==> config.mk <==
export PLATFORM = sky130hd
export DESIGN_NAME = typed_text_buffer
export DESIGN_NICKNAME = d
export VERILOG_FILES = /design/src/rtl/typer_pkg.sv /design/src/rtl/ps2_prefix_fsm.sv /design/src/rtl/typed_text_buffer.sv
export SDC_FILE = /design/constraint.sdc
export NUM_CORES = 1
export LEC_CHECK = 0
export BUFFER_PORTS_ARGS = -buffer_cell sky130_fd_sc_hd__buf_2
export CAP_MARGIN = 10
export CORE_MARGIN = 10
export CORE_UTILIZATION = 45
export CTS_CLUSTER_SIZE = 40
export DETAILED_ROUTE_END_ITERATION = 12
export HOLD_SLACK_MARGIN = 0.1
export PLACE_DENSITY = 0.75
export SLEW_MARGIN = 5
export SYNTH_ARGS = -nofsm -noshare
export SYNTH_HDL_FRONTEND = slang
export SYNTH_SLANG_ARGS = --single-unit
==> constraint.sdc <==
create_clock -name clk -period 4.3 [get_ports clk]
set_clock_uncertainty 0.05 [all_clocks]
set_input_delay 0.86 -clock clk [delete_from_list [all_inputs] [get_ports clk]]
set_output_delay 0.86 -clock clk [all_outputs]
set_load 0.02 [all_outputs]
==> src/rtl/typer_pkg.sv <==
`default_nettype none
// ============================================================================
// Module      : typer_pkg
// Description : Shared constants, PS/2 set-2 scancode helpers and the
//               prefix-FSM state type used by the typed-text buffer.
// Revision    : 1.0 - initial release
// ============================================================================
package typer_pkg;

    localparam int CHAR_W = 5;
    localparam int SLOTS  = 25;

    localparam logic [7:0] SC_BRK   = 8'hF0;
    localparam logic [7:0] SC_EXT   = 8'hE0;
    localparam logic [7:0] SC_BKSP  = 8'h66;
    localparam logic [7:0] SC_ENTER = 8'h5A;

    typedef enum logic [1:0] {
        IDLE    = 2'd0,
        BRK     = 2'd1,
        EXT     = 2'd2,
        EXT_BRK = 2'd3
    } ps2_state_e;

    // Returns {hit, code}: hit=1 when sc is a letter key, code 0='A'..25='Z'.
    function automatic logic [CHAR_W:0] sc2letter(input logic [7:0] sc);
        logic [CHAR_W:0] r;
        r = '0;
        case (sc)
            8'h1C: r = {1'b1, 5'd0};
            8'h32: r = {1'b1, 5'd1};
            8'h21: r = {1'b1, 5'd2};
            8'h23: r = {1'b1, 5'd3};
            8'h24: r = {1'b1, 5'd4};
            8'h2B: r = {1'b1, 5'd5};
            8'h34: r = {1'b1, 5'd6};
            8'h33: r = {1'b1, 5'd7};
            8'h43: r = {1'b1, 5'd8};
            8'h3B: r = {1'b1, 5'd9};
            8'h42: r = {1'b1, 5'd10};
            8'h4B: r = {1'b1, 5'd11};
            8'h3A: r = {1'b1, 5'd12};
            8'h31: r = {1'b1, 5'd13};
            8'h44: r = {1'b1, 5'd14};
            8'h4D: r = {1'b1, 5'd15};
            8'h15: r = {1'b1, 5'd16};
            8'h2D: r = {1'b1, 5'd17};
            8'h1B: r = {1'b1, 5'd18};
            8'h2C: r = {1'b1, 5'd19};
            8'h3C: r = {1'b1, 5'd20};
            8'h2A: r = {1'b1, 5'd21};
            8'h1D: r = {1'b1, 5'd22};
            8'h22: r = {1'b1, 5'd23};
            8'h35: r = {1'b1, 5'd24};
            8'h1A: r = {1'b1, 5'd25};
            default: r = '0;
        endcase
        return r;
    endfunction

endpackage
`default_nettype wire

==> src/rtl/ps2_prefix_fsm.sv <==
`default_nettype none
// ============================================================================
// Module      : ps2_prefix_fsm
// Description : Strips PS/2 set-2 break (F0) and extended (E0) prefixes from
//               an accepted byte stream and flags plain make codes.
// Ports       : clk, rst (async, active-high)
//               byte_valid  - a byte is accepted this cycle
//               byte_data   - the accepted byte
//               clear       - return to IDLE synchronously
//               make_valid  - byte_data is a plain (non-extended) make code
//               make_code   - the make code itself
// Revision    : 1.0 - initial release
// ============================================================================
module ps2_prefix_fsm
    import typer_pkg::*;
(
    input  logic       clk,
    input  logic       rst,
    input  logic       byte_valid,
    input  logic [7:0] byte_data,
    input  logic       clear,
    output logic       make_valid,
    output logic [7:0] make_code
);

    ps2_state_e state_q;
    ps2_state_e state_d;

    always_ff @(posedge clk or posedge rst) begin
        if (rst) begin
            state_q <= IDLE;
        end else begin
            state_q <= state_d;
        end
    end

    always_comb begin
        state_d    = state_q;
        make_valid = 1'b0;
        make_code  = byte_data;
        if (clear) begin
            state_d = IDLE;
        end else if (byte_valid) begin
            case (state_q)
                IDLE: begin
                    if (byte_data == SC_BRK) begin
                        state_d = BRK;
                    end else if (byte_data == SC_EXT) begin
                        state_d = EXT;
                    end else begin
                        make_valid = 1'b1;
                    end
                end
                // Extended keys (arrows etc.) are never acted on.
                EXT: begin
                    if (byte_data == SC_BRK) begin
                        state_d = EXT_BRK;
                    end else begin
                        state_d = IDLE;
                    end
                end
                BRK:     state_d = IDLE;
                EXT_BRK: state_d = IDLE;
                default: state_d = IDLE;
            endcase
        end
    end

endmodule
`default_nettype wire

==> src/rtl/typed_text_buffer.sv <==
`default_nettype none
// ============================================================================
// Module      : typed_text_buffer
// Description : Collects typed letters from a PS/2 set-2 scancode stream into
//               a packed SLOTS x 5-bit text vector with Backspace and Enter.
// Ports       : clk, rst (async, active-high)
//               key_valid/key_data/key_ready - scancode byte handshake
//               clear       - synchronous buffer wipe (blocks key_ready)
//               target      - expected text, for mistype counting
//               text/len/full - buffer contents, fill level, full flag
//               enter_pulse - one-cycle pulse per Enter make code
//               err_count   - mistyped-letter count (saturating)
// Config      : TTB_ERRCNT_EN - enables err_count; otherwise tied to 0 and
//               target is ignored.
// Revision    : 1.0 - initial release
// ============================================================================
module typed_text_buffer #(
    parameter int SLOTS = typer_pkg::SLOTS,
    parameter int LEN_W = 5
) (
    input  logic               clk,
    input  logic               rst,
    input  logic               key_valid,
    input  logic [7:0]         key_data,
    output logic               key_ready,
    input  logic               clear,
    input  logic [5*SLOTS-1:0] target,
    output logic [5*SLOTS-1:0] text,
    output logic [LEN_W-1:0]   len,
    output logic               full,
    output logic               enter_pulse,
    output logic [7:0]         err_count
);

    import typer_pkg::*;

    localparam logic [LEN_W-1:0] LEN_MAX = LEN_W'(SLOTS);
    localparam logic [LEN_W-1:0] LEN_ONE = LEN_W'(1);

    logic                  w_accept;
    logic                  w_make_valid;
    logic [7:0]            w_make_code;
    logic [CHAR_W:0]       w_letter;
    logic                  w_hit;
    logic [CHAR_W-1:0]     w_code;
    logic                  w_append;

    logic [CHAR_W*SLOTS-1:0] text_q, text_d;
    logic [LEN_W-1:0]        len_q, len_d;
    logic                    enter_q, enter_d;

    assign key_ready = ~clear;
    assign w_accept  = key_valid & key_ready;

    ps2_prefix_fsm u_prefix (
        .clk        (clk),
        .rst        (rst),
        .byte_valid (w_accept),
        .byte_data  (key_data),
        .clear      (clear),
        .make_valid (w_make_valid),
        .make_code  (w_make_code)
    );

    assign w_letter = sc2letter(w_make_code);
    assign w_hit    = w_letter[CHAR_W];
    assign w_code   = w_letter[CHAR_W-1:0];

    // Slots at or above len are kept at zero so the vector is clean even
    // for consumers that ignore len.
    always_comb begin
        text_d   = text_q;
        len_d    = len_q;
        enter_d  = 1'b0;
        w_append = 1'b0;
        if (clear) begin
            text_d = '0;
            len_d  = '0;
        end else if (w_make_valid) begin
            if (w_hit) begin
                if (len_q != LEN_MAX) begin
                    text_d[CHAR_W*len_q +: CHAR_W] = w_code;
                    len_d    = len_q + LEN_ONE;
                    w_append = 1'b1;
                end
            end else if (w_make_code == SC_BKSP) begin
                if (len_q != '0) begin
                    len_d = len_q - LEN_ONE;
                    text_d[CHAR_W*len_d +: CHAR_W] = '0;
                end
            end else if (w_make_code == SC_ENTER) begin
                enter_d = 1'b1;
            end
        end
    end

    always_ff @(posedge clk or posedge rst) begin
        if (rst) begin
            text_q  <= '0;
            len_q   <= '0;
            enter_q <= 1'b0;
        end else begin
            text_q  <= text_d;
            len_q   <= len_d;
            enter_q <= enter_d;
        end
    end

    assign text        = text_q;
    assign len         = len_q;
    assign full        = (len_q == LEN_MAX);
    assign enter_pulse = enter_q;

`ifdef TTB_ERRCNT_EN
    logic [7:0] err_q, err_d;

    // Compared against the target slot being written; Backspace never
    // refunds a mistake.
    always_comb begin
        err_d = err_q;
        if (clear) begin
            err_d = '0;
        end else if (w_append && (w_code != target[CHAR_W*len_q +: CHAR_W])
                     && (err_q != 8'hFF)) begin
            err_d = err_q + 8'd1;
        end
    end

    always_ff @(posedge clk or posedge rst) begin
        if (rst) begin
            err_q <= '0;
        end else begin
            err_q <= err_d;
        end
    end

    assign err_count = err_q;
`else
    logic w_unused_target;
    assign w_unused_target = ^{target, w_append};
    assign err_count       = 8'h00;
`endif

endmodule
`default_nettype wire
==> impl_metrics.yaml, run 1 <==
hold_path:
  min_to: "text[103]"
  min_path_cells: 1
  hold_path.class: "flop to flop"
  hp-start: "text[103]"
layout:
  n_antenna_cell: 0
  final_nets: 1002
  drive_above_1_share_pct: 27.16
  syn2layout_area_growth_pct: 21.49
  post-route-util_pct: 55.76
job:
  max_cap_violations: 0
worst_setup_path:
  crit_arrival_ns: 4.04
  cpLargestDelayFamily: "simple AND/OR/NAND/NOR gates"
  reg2reg_to: "text[40]"
  start_kind: "flop"
  required_ns: 4.61
  path_cells: "inv_1 -> ha_1 -> nor3b_1 -> ha_1 -> or3_1 -> nor4_4 -> nor3_1 -> nor2_1 -> nand2_1 -> a2bb2o_1"
  crit_buf_inv: 1
  worstRegToRegCells: 10
  r2r_start: "len[1]"
  critPathCaptureType: "flop"
  cp_common_cell: "ha_1"
  r2r_slack_ns: 0.57
  worst_path_largest_cell_delay_ns: 0.73
  crit_type: "flop to flop"
  worstPathMaxFanout: 13
  crit_slowest_cell: "nor2_1"
grt:
  grt_overflow: 0
  antenna_found_initial: 0
  grt_pass1_vias: 6449
  grt_start_max_net_pins: 134
  grt_pass1_wl_um: 37780
  track_usage_pct: 21.71
  grt.busiest_layer: "met2"
  gr-usage-met2_pct: 33.72
  met3_usage_pct: 6.173
  grtUsageMet1_pct: 28.44
drt:
  postRouteWirelength_um: 23940
  initialDrtViolationCount: 698
  post_drt_wl_per_cell_um: 22.06
  ant_nets: 0
  via_count: 6572
  drcViolationCount: 0
  vias_per_cell: 6.057
  first_pass_iters: 5
status:
  status: "finished, final reports clean"
clocking:
  path_clk_slew_ns: 0.06
  clk_latency_ns: 0.42
  htree_levels: 4
  cts.sinks: 133
  cts_made_buffers: 17
  cts_buffer_depth: 2
  root_buffer: "clkbuf_16"
  postCtsSetupBuffers: 0
  tritoncts: "done"
  post_cts_resized: 0
  cts_hold_buf: 0
floorplan:
  fp.dieW_um: 147.1
  io_pins: 278
  dieHeight_um: 147.1
  coreArea_mm2: 0.01583
  row_count: 46
  start_util_pct: 45.90
  fp.dieArea_mm2: 0.02163
sta:
  slew_violations: 0
  fin_ws_ns: 0.5734
  min_period_ns: 3.727
  final-hold-violation-count: 0
  fin_tns_setup_ns: 0
  setup_viol: 0
  period_share_pct: 86.67
  tightest_slew_ns: 0.8909
  fin_hold_ws_ns: 0.4359
  max_freq_mhz: 268.3
  rsz0062_at_grt: "false"
  relSlewSlack_pct: 40.39
logic_synthesis:
  synth_warnings: 0
  synth_enable_flop_cells: 0
  netlist_instances: 721
  yosysSeqAreaShare_pct: 45.81
  synth_cell_types: 90
  synth-seq-cells: 133
  synth.cell_area_mm2: 0.007264
  synthArstFlopShare_pct: 100.0
  synth_flop_cell: "dfrtp_1"
  syn_area_per_cell_um2: 10.08
placement:
  io_buffers: 144
  post-place-ws_ns: 0.4931
  hpwl_um: 17020
  gp_congestion: 0.9611
power:
  p_per_area_mw_per_mm2: 355.1
  vdd_ir_drop_max_mv: 0.2843
  p_leak_uw: 0.004095
  total_power_uw: 3135
## report_power, final
part           switching, µW  leakage [µW]  total, µW  internal, µW
logic                    196       0.00193        268          72.2
clock network            618      0.000309       1610           993
registers               3.60       0.00186       1260          1250
## synth_stat cells, types with 7 or more instances
master | instances | area [µm²]
dfrtp_1 | 133 | 3328
nand2_1 | 57 | 214.0
inv_1 | 51 | 191.4
o32ai_1 | 45 | 394.1
nor2_1 | 36 | 135.1
a21oi_1 | 29 | 145.1
nand3_1 | 27 | 135.1
clkbuf_1 | 25 | 93.84
a22o_1 | 22 | 192.7
a2bb2o_1 | 20 | 200.2
o2bb2ai_1 | 19 | 166.4
buf_2 | 17 | 85.08
a32o_1 | 16 | 160.2
nor3_1 | 13 | 65.06
o21ai_0 | 13 | 65.06
buf_4 | 11 | 82.58
nand2b_1 | 11 | 68.82
nand4_1 | 11 | 68.82
o22ai_1 | 10 | 62.56
ha_1 | 9 | 112.6
nor2b_1 | 8 | 50.05
xnor2_1 | 7 | 61.31
## logic make-up (layout without fill, tap and decap cells)
kind of cell / after synthesis / in the layout / share of synthesized area (%)
AOI/OAI and AO/OA: 237 / 237 / 27.58
adders and majority gates: 9 / 9 / 1.550
and+or+nand+nor: 214 / 214 / 16.02
buffers and inverters: 111 / 252 / 6.924
other: 1 / 8 / 0.05162
DFF: 133 / 133 / 45.81
xor gates and xnor gates: 9 / 9 / 1.085
muxes: 7 / 7 / 0.9818
## worst register-to-register path, cell delays in order (launching register included)
cell      delay, ns
dfrtp_1        0.59
inv_1          0.17
ha_1           0.23
nor3b_1        0.19
ha_1           0.23
or3_1          0.35
nor4_4         0.27
nor3_1         0.14
nor2_1         0.73
nand2_1        0.37
a2bb2o_1       0.34
## cells in the final DEF (no fill, tap or decap), types with 12 or more instances in the layout
cell type,instances
a21oi_1,29
a22o_1,22
a2bb2o_1,20
a32o_1,16
buf_2,144
buf_4,24
clkbuf_16,17
dfrtp_1,133
inv_1,50
nand2_1,57
nand3_1,27
nor2_1,36
nor3_1,13
o21ai_0,12
o2bb2ai_1,19
o32ai_1,45
## routing by layer
layer  share of wire [%]  up-vias
li1                    -     2987
met1                  42     3234
met2                  46      306
met3                 9.2       45
met4                 2.5        0
met5                   0        -
## metrics by stage
stage / instance area [µm²] / std cells
2_1_floorplan: 7295 / 728
3_3_place_gp: 8182 / 1053
3_5_place_dp: 8182 / 1053
4_1_cts: 8826 / 1085
5_1_grt: 8826 / 1085
6_report: 8826 / 1085
## how the worst max path moves through the flow
stage	start	to	slack, ns	cells past startpoint
2_1_floorplan	len[0]	text[45]	0.93	14
3_3_place_gp	key_data[2]	text[42]	0.53	10
3_5_place_dp	key_data[2]	text[42]	0.49	10
4_1_cts	len[1]	text[40]	0.61	10
5_1_grt	len[1]	text[42]	0.33	10
6_report	len[1]	text[40]	0.57	10
## flip-flops by register name (all words and copies together) (netlist names)
name / cells
enter_pulse: 1
len: 5
text: 125
u_prefix.state_q: 2
## final cells by class
cell class                      count  area, µm²
Clock buffer                       18      429.2
Tap cell                          216      270.3
Clock inverter                     14      215.2
Sequential cell                   133       3328
Timing Repair Buffer              169      920.9
Multi-Input combinational cell    484       3467
Inverter                           51      195.2
Fill cell                        1412       7002
No activity file was read; power rests on OpenSTA's default activity.
==> run 2, diff against run 1 <==
Settings changed: CORE_ASPECT_RATIO set to 1.1.
==> run 2 against run 1 <==
Die area hardly changed. Register-to-register slack better by 0.37 ns. Final cell count is 1.3% lower. Hold slack worse by 0.0066 ns. Sequential power hardly changed. Non-clock buffer count is 2 higher. Critical path depth is 1 lower. Cell area is 0.78% lower. Critical endpoint is now text[64]. Highest routed layer unchanged.
==> impl_metrics.yaml, run 2 (same netlist as run 1, synthesis figures left out) <==
status:
  status: "finished, final reports clean"
worst_setup_path:
  r2r_start: "len[3]"
  crit_type: "flop to flop"
  crit_arrival_ns: 3.61
  r2r_slack_ns: 0.94
  reg2reg_to: "text[64]"
  worstRegToRegCells: 9
  critPathCaptureType: "flop"
  worstSetupStartpoint: "len[3]"
  worstPathMaxFanout: 20
  required_ns: 4.55
  start_kind: "flop"
  cp-endpoint: "text[64]"
sta:
  slew_violations: 0
  rsz0062_at_grt: "false"
  tightest_slew_ns: 1.100
  fin_hold_ws_ns: 0.4293
  relSlewSlack_pct: 26.65
  period_share_pct: 78.06
  max_freq_mhz: 297.9
  fin_tns_setup_ns: 0
  setup_viol: 0
  min_period_ns: 3.356
  final-hold-violation-count: 0
power:
  p_leak_uw: 0.004085
  p_per_area_mw_per_mm2: 341.2
  vdd_ir_drop_max_mv: 0.4914
grt:
  grt_pass1_vias: 6683
  grt_overflow: 0
  grt_start_max_net_pins: 74
  antenna_found_initial: 0
  grt_pass1_wl_um: 38610
  track_usage_pct: 22.46
layout:
  n_antenna_cell: 0
  regArea_mm2: 0.003328
  final_nets: 1004
  final_common_cell: "buf_2"
  fill_cells: 1400
  multi_input_area_mm2: 0.003467
  final_cell_mix: "buf_2 (144), dfrtp_1 (133), nand2_1 (57), inv_1 (50), o32ai_1 (45)"
  syn2layout_area_growth_pct: 20.55
  drive_above_1_share_pct: 27.32
  largest_register_ffs: 125
clocking:
  cts.sinks: 133
  postCtsSetupBuffers: 0
  cts_hold_buf: 0
  htree_levels: 4
  cts_buffer_depth: 2
  root_buffer: "clkbuf_16"
  tritoncts: "done"
  path_clk_slew_ns: 0.06
  post_cts_resized: 0
  cts_made_buffers: 17
  clk_latency_ns: 0.42
job:
  max_cap_violations: 0
drt:
  drcViolationCount: 0
  ant_nets: 0
  via_count: 6688
  postRouteWirelength_um: 24910
  first_pass_iters: 6
  post_drt_wl_per_cell_um: 23.26
  initialDrtViolationCount: 648
  vias_per_cell: 6.245
floorplan:
  fp.dieArea_mm2: 0.02163
  dieHeight_um: 153.3
  row_count: 48
  io_pins: 278
  start_util_pct: 45.99
  fp.dieW_um: 141.1
  coreArea_mm2: 0.01580
placement:
  io_buffers: 144
  hpwl_um: 17500
  gp_congestion: 0.9706
hold_path:
  hold_path.class: "flop to flop"
==> run 2: changes by cell type in the layout (fill, tap and decap cells not counted), moves of 2 or more <==
cell       change
inv_8          -4
bufinv_16      -2
buf_4          +3
clkbuf_8       +3
clkinv_2       +4
==> run 2: power breakdown <==
part	total, µW	switching [µW]	internal [µW]
combinational	273	200	72.5
clock	1460	558	900
sequential	1260	3.16	1250
total	2990	762	2230
==> run 2: cell type report <==
| cell class | count | area share [%] |
|---|---|---|
| inverters | 51 | 2.229 |
| clock inverters | 11 | 1.400 |
| clock buffers | 21 | 5.372 |
| repair buffers | 171 | 10.54 |
| multi-input cells | 484 | 39.59 |
| flip-flops and latches | 133 | 38.01 |
| well taps | 200 | 2.858 |
==> run 2: how the worst min path moves through the flow <==
stage,end,startpoint,depth (start not counted),slack [ns]
after global routing,text[42],text[42],1,0.44
final,text[41],text[41],1,0.43
after floorplan,u_prefix.state_q[0],u_prefix.state_q[0],2,0.48
after global placement,text[70],text[70],1,0.42
after detailed placement,text[42],text[42],1,0.42
after CTS,text[42],text[42],1,0.43
==> run 2: per-layer routing <==
metal	up-vias	global-route usage [%]	share of wire, %
met4	0	8.465	2.6
met3	51	5.950	9.5
met5	-	0	0
met2	384	34.78	47
met1	3272	29.27	41
li1	2981	-	-
==> run 2: critical path: stages, from the launching register on <==
cell	delay, ns
dfrtp_1	0.75
nor3b_1	0.19
ha_1	0.23
or3_1	0.36
nor4_4	0.27
a31oi_1	0.10
nand2_1	0.53
buf_4	0.30
nand4_1	0.22
o32ai_1	0.23
==> run 2: metrics by stage <==
step,util [%],cell area (µm²),worst slack [ns],power [µW],instances
global route,55.44,8757,0.6764,3071,1071
finish,55.44,8757,0.9435,2988,1071
detailed placement,51.69,8164,0.7758,1546,1039
floorplan,-,7295,0.9251,1470,728
CTS,55.44,8757,0.9398,2999,1071
global placement,51.64,8157,0.6633,1545,1038
==> run 3, diff against run 2 <==
Clock period 4.3 ns to 2.83 ns, I/O delays scaled along.
==> run 3 against run 2 <==
The run now ends with setup timing left. Fmax rose by 18%. Sequential power rose by 52%. Power rose by 67%. Register-to-register slack got worse by 0.96 ns. Wire length rose by 4.7%. Clock power rose by 73%. Largest cell class unchanged. Sequential cell count did not move. Non-clock buffer count rose by 102. Die area did not move. Core utilization rose by 10 points. Global-route usage rose by 0.34 points.
==> impl_metrics.yaml, run 3 (same netlist as run 1, synthesis figures left out) <==
placement:
  place_inst: 1123
  gp_congestion: 0.9871
  hpwl_um: 18630
  placed_area_mm2: 0.009171
  io_buffers: 144
grt:
  grt_pass1_wl_um: 39460
  track_usage_pct: 22.80
  antenna_found_initial: 0
  grt_pass1_vias: 7165
  grt_start_max_net_pins: 45
  grt_overflow: 0
drt:
  postRouteWirelength_um: 26070
  wl_met3_um: 2454
  dr_wl_met2_um: 12670
  vias_per_cell: 6.075
  top_layer_used: "met4"
  via_count: 7126
  wl_met1_um: 10330
  drcViolationCount: 0
  initialDrtViolationCount: 615
  first_pass_iters: 7
  post_drt_wl_per_cell_um: 22.23
  ant_nets: 0
worst_setup_path:
  crit_type: "flop to flop"
  required_ns: 3.09
  crit_arrival_ns: 3.11
  start_kind: "flop"
  worstPathMaxFanout: 6
  worst_path_largest_cell_delay_ns: 0.40
  crit_buf_inv: 2
  critPathCaptureType: "flop"
  crit_slowest_cell: "dfrtp_2"
  path_cells: "clkinvlp_4 -> buf_4 -> ha_1 -> and2_1 -> a211o_2 -> a21oi_4 -> nand4_1 -> mux2i_1 -> a21oi_1 -> a32o_1"
  cpLargestDelayFamily: "compound AO/OA/AOI/OAI gates"
sta:
  min_period_ns: 2.851
  max_freq_mhz: 350.8
  relSlewSlack_pct: 43.09
  setup_viol: 2
  fin_ws_ns: -0.02072
  fin_hold_ws_ns: 0.2006
  final-hold-violation-count: 0
  tightest_slew_ns: 0.8464
  period_share_pct: 100.7
  slew_violations: 0
  rsz0062_at_grt: "true"
layout:
  fill_cells: 1219
  layout.cells.non_filler: 1173
  drive_above_1_share_pct: 43.27
  post-route-util_pct: 65.68
  final_cell_mix: "buf_2 (144), dfrtp_1 (131), buf_4 (110), nand2_1 (52), inv_1 (49)"
  n_antenna_cell: 0
  largest_register_ffs: 125
  syn2layout_area_growth_pct: 42.82
  final_common_cell: "buf_2"
  final_nets: 1106
  design_area_mm2: 0.01038
power:
  p_sw_share_pct: 25.17
  pwr-share-seq_pct: 38.2
  combPwrFrac_pct: 11.1
  clkPwrFrac_pct: 50.6
  vdd_ir_drop_max_mv: 0.4211
  p_leak_uw: 0.004744
  intPower_uw: 3731
  p_per_area_mw_per_mm2: 480.7
  switchingPower_uw: 1255
clocking:
  cts_buffer_depth: 2
  root_buffer: "clkbuf_16"
  path_clk_slew_ns: 0.06
  cts_made_buffers: 17
  cts_hold_buf: 0
  tritoncts: "done"
  cts.sinks: 133
  clk_latency_ns: 0.43
  htree_levels: 4
status:
  status: "finished with violations"
  violations: "setup timing"
floorplan:
  coreArea_mm2: 0.01580
  dieHeight_um: 153.3
  io_pins: 278
  row_count: 48
  fp.dieW_um: 141.1
  fp.dieArea_mm2: 0.02163
  start_util_pct: 45.99
hold_path:
  hold_path.class: "input port to asynchronous set/reset pin"
job:
  max_cap_violations: 0
run 3: cell type report:
| class | instances | area (µm²) | area share [%] |
|---|---|---|---|
| clock buffer | 19 | 452.9 | 4.366 |
| clock inverter | 13 | 216.5 | 2.086 |
| inverter | 51 | 198.9 | 1.918 |
| multi-input combinational | 484 | 4046 | 39.00 |
| sequential | 133 | 3331 | 32.10 |
| tap | 200 | 250.2 | 2.412 |
| timing repair buffer | 273 | 1879 | 18.11 |
run 3: metrics by stage:
| stage | power (µW) | setup TNS, ns | worst slack, ns |
|---|---|---|---|
| finish | 4987 | -0.03308 | -0.02072 |
| global route | 5121 | -4.476 | -0.1287 |
| CTS | 4949 | 0 | 0.004446 |
| detailed placement | 2452 | -2.476 | -0.1365 |
| global placement | 2450 | -1.924 | -0.1522 |
| floorplan | 2259 | -8.375 | -0.1477 |
run 3: path summary, 6_finish.rpt:
| kind | startpoint | to | slack (ns) | cells after the start |
|---|---|---|---|---|
| worst max-delay path | len[0] | text[117] | -0.02 | 10 |
| worst min-delay path | rst | text[107] | 0.20 | 2 |
| worst max register to register | len[0] | text[117] | -0.02 | 10 |
| worst min register to register | text[52] | text[52] | 0.43 | 1 |
| max in group asynchronous | rst | text[122] | 1.70 | 4 |
| min in group clk | key_valid | u_prefix.state_q[1] | 0.42 | 3 |
run 3: power groups by stage:
stage	logic, µW	clock network (µW)	registers (µW)
floorplan	316	0	1940
global placement	510	0	1940
detailed placement	511	0	1940
CTS	517	2530	1910
global route	594	2620	1900
finish	556	2530	1910
run 3: per-layer routing:
layer | up-vias | GRT usage (%)
li1 | 3199 | -
met1 | 3496 | 28.07
met2 | 380 | 36.80
met3 | 51 | 7.127
met4 | 0 | 7.776
met5 | - | 0
run 3: timing repair:
item / in CTS / in global routing
endpoints found under the setup margin: 63 / 125
gates resized for setup: 10 / 61
pin swaps: 2 / 20
buffers inserted: 1 / 16
cloned: 0 / 1
endpoints found under the hold margin: 0 / 0
run 3: worst register-to-register path: stages, from the launching register on:
cell        delay [ns]
dfrtp_2           0.40
clkinvlp_4        0.12
buf_4             0.15
ha_1              0.35
and2_1            0.20
a211o_2           0.38
a21oi_4           0.22
nand4_1           0.13
mux2i_1           0.29
a21oi_1           0.21
a32o_1            0.24
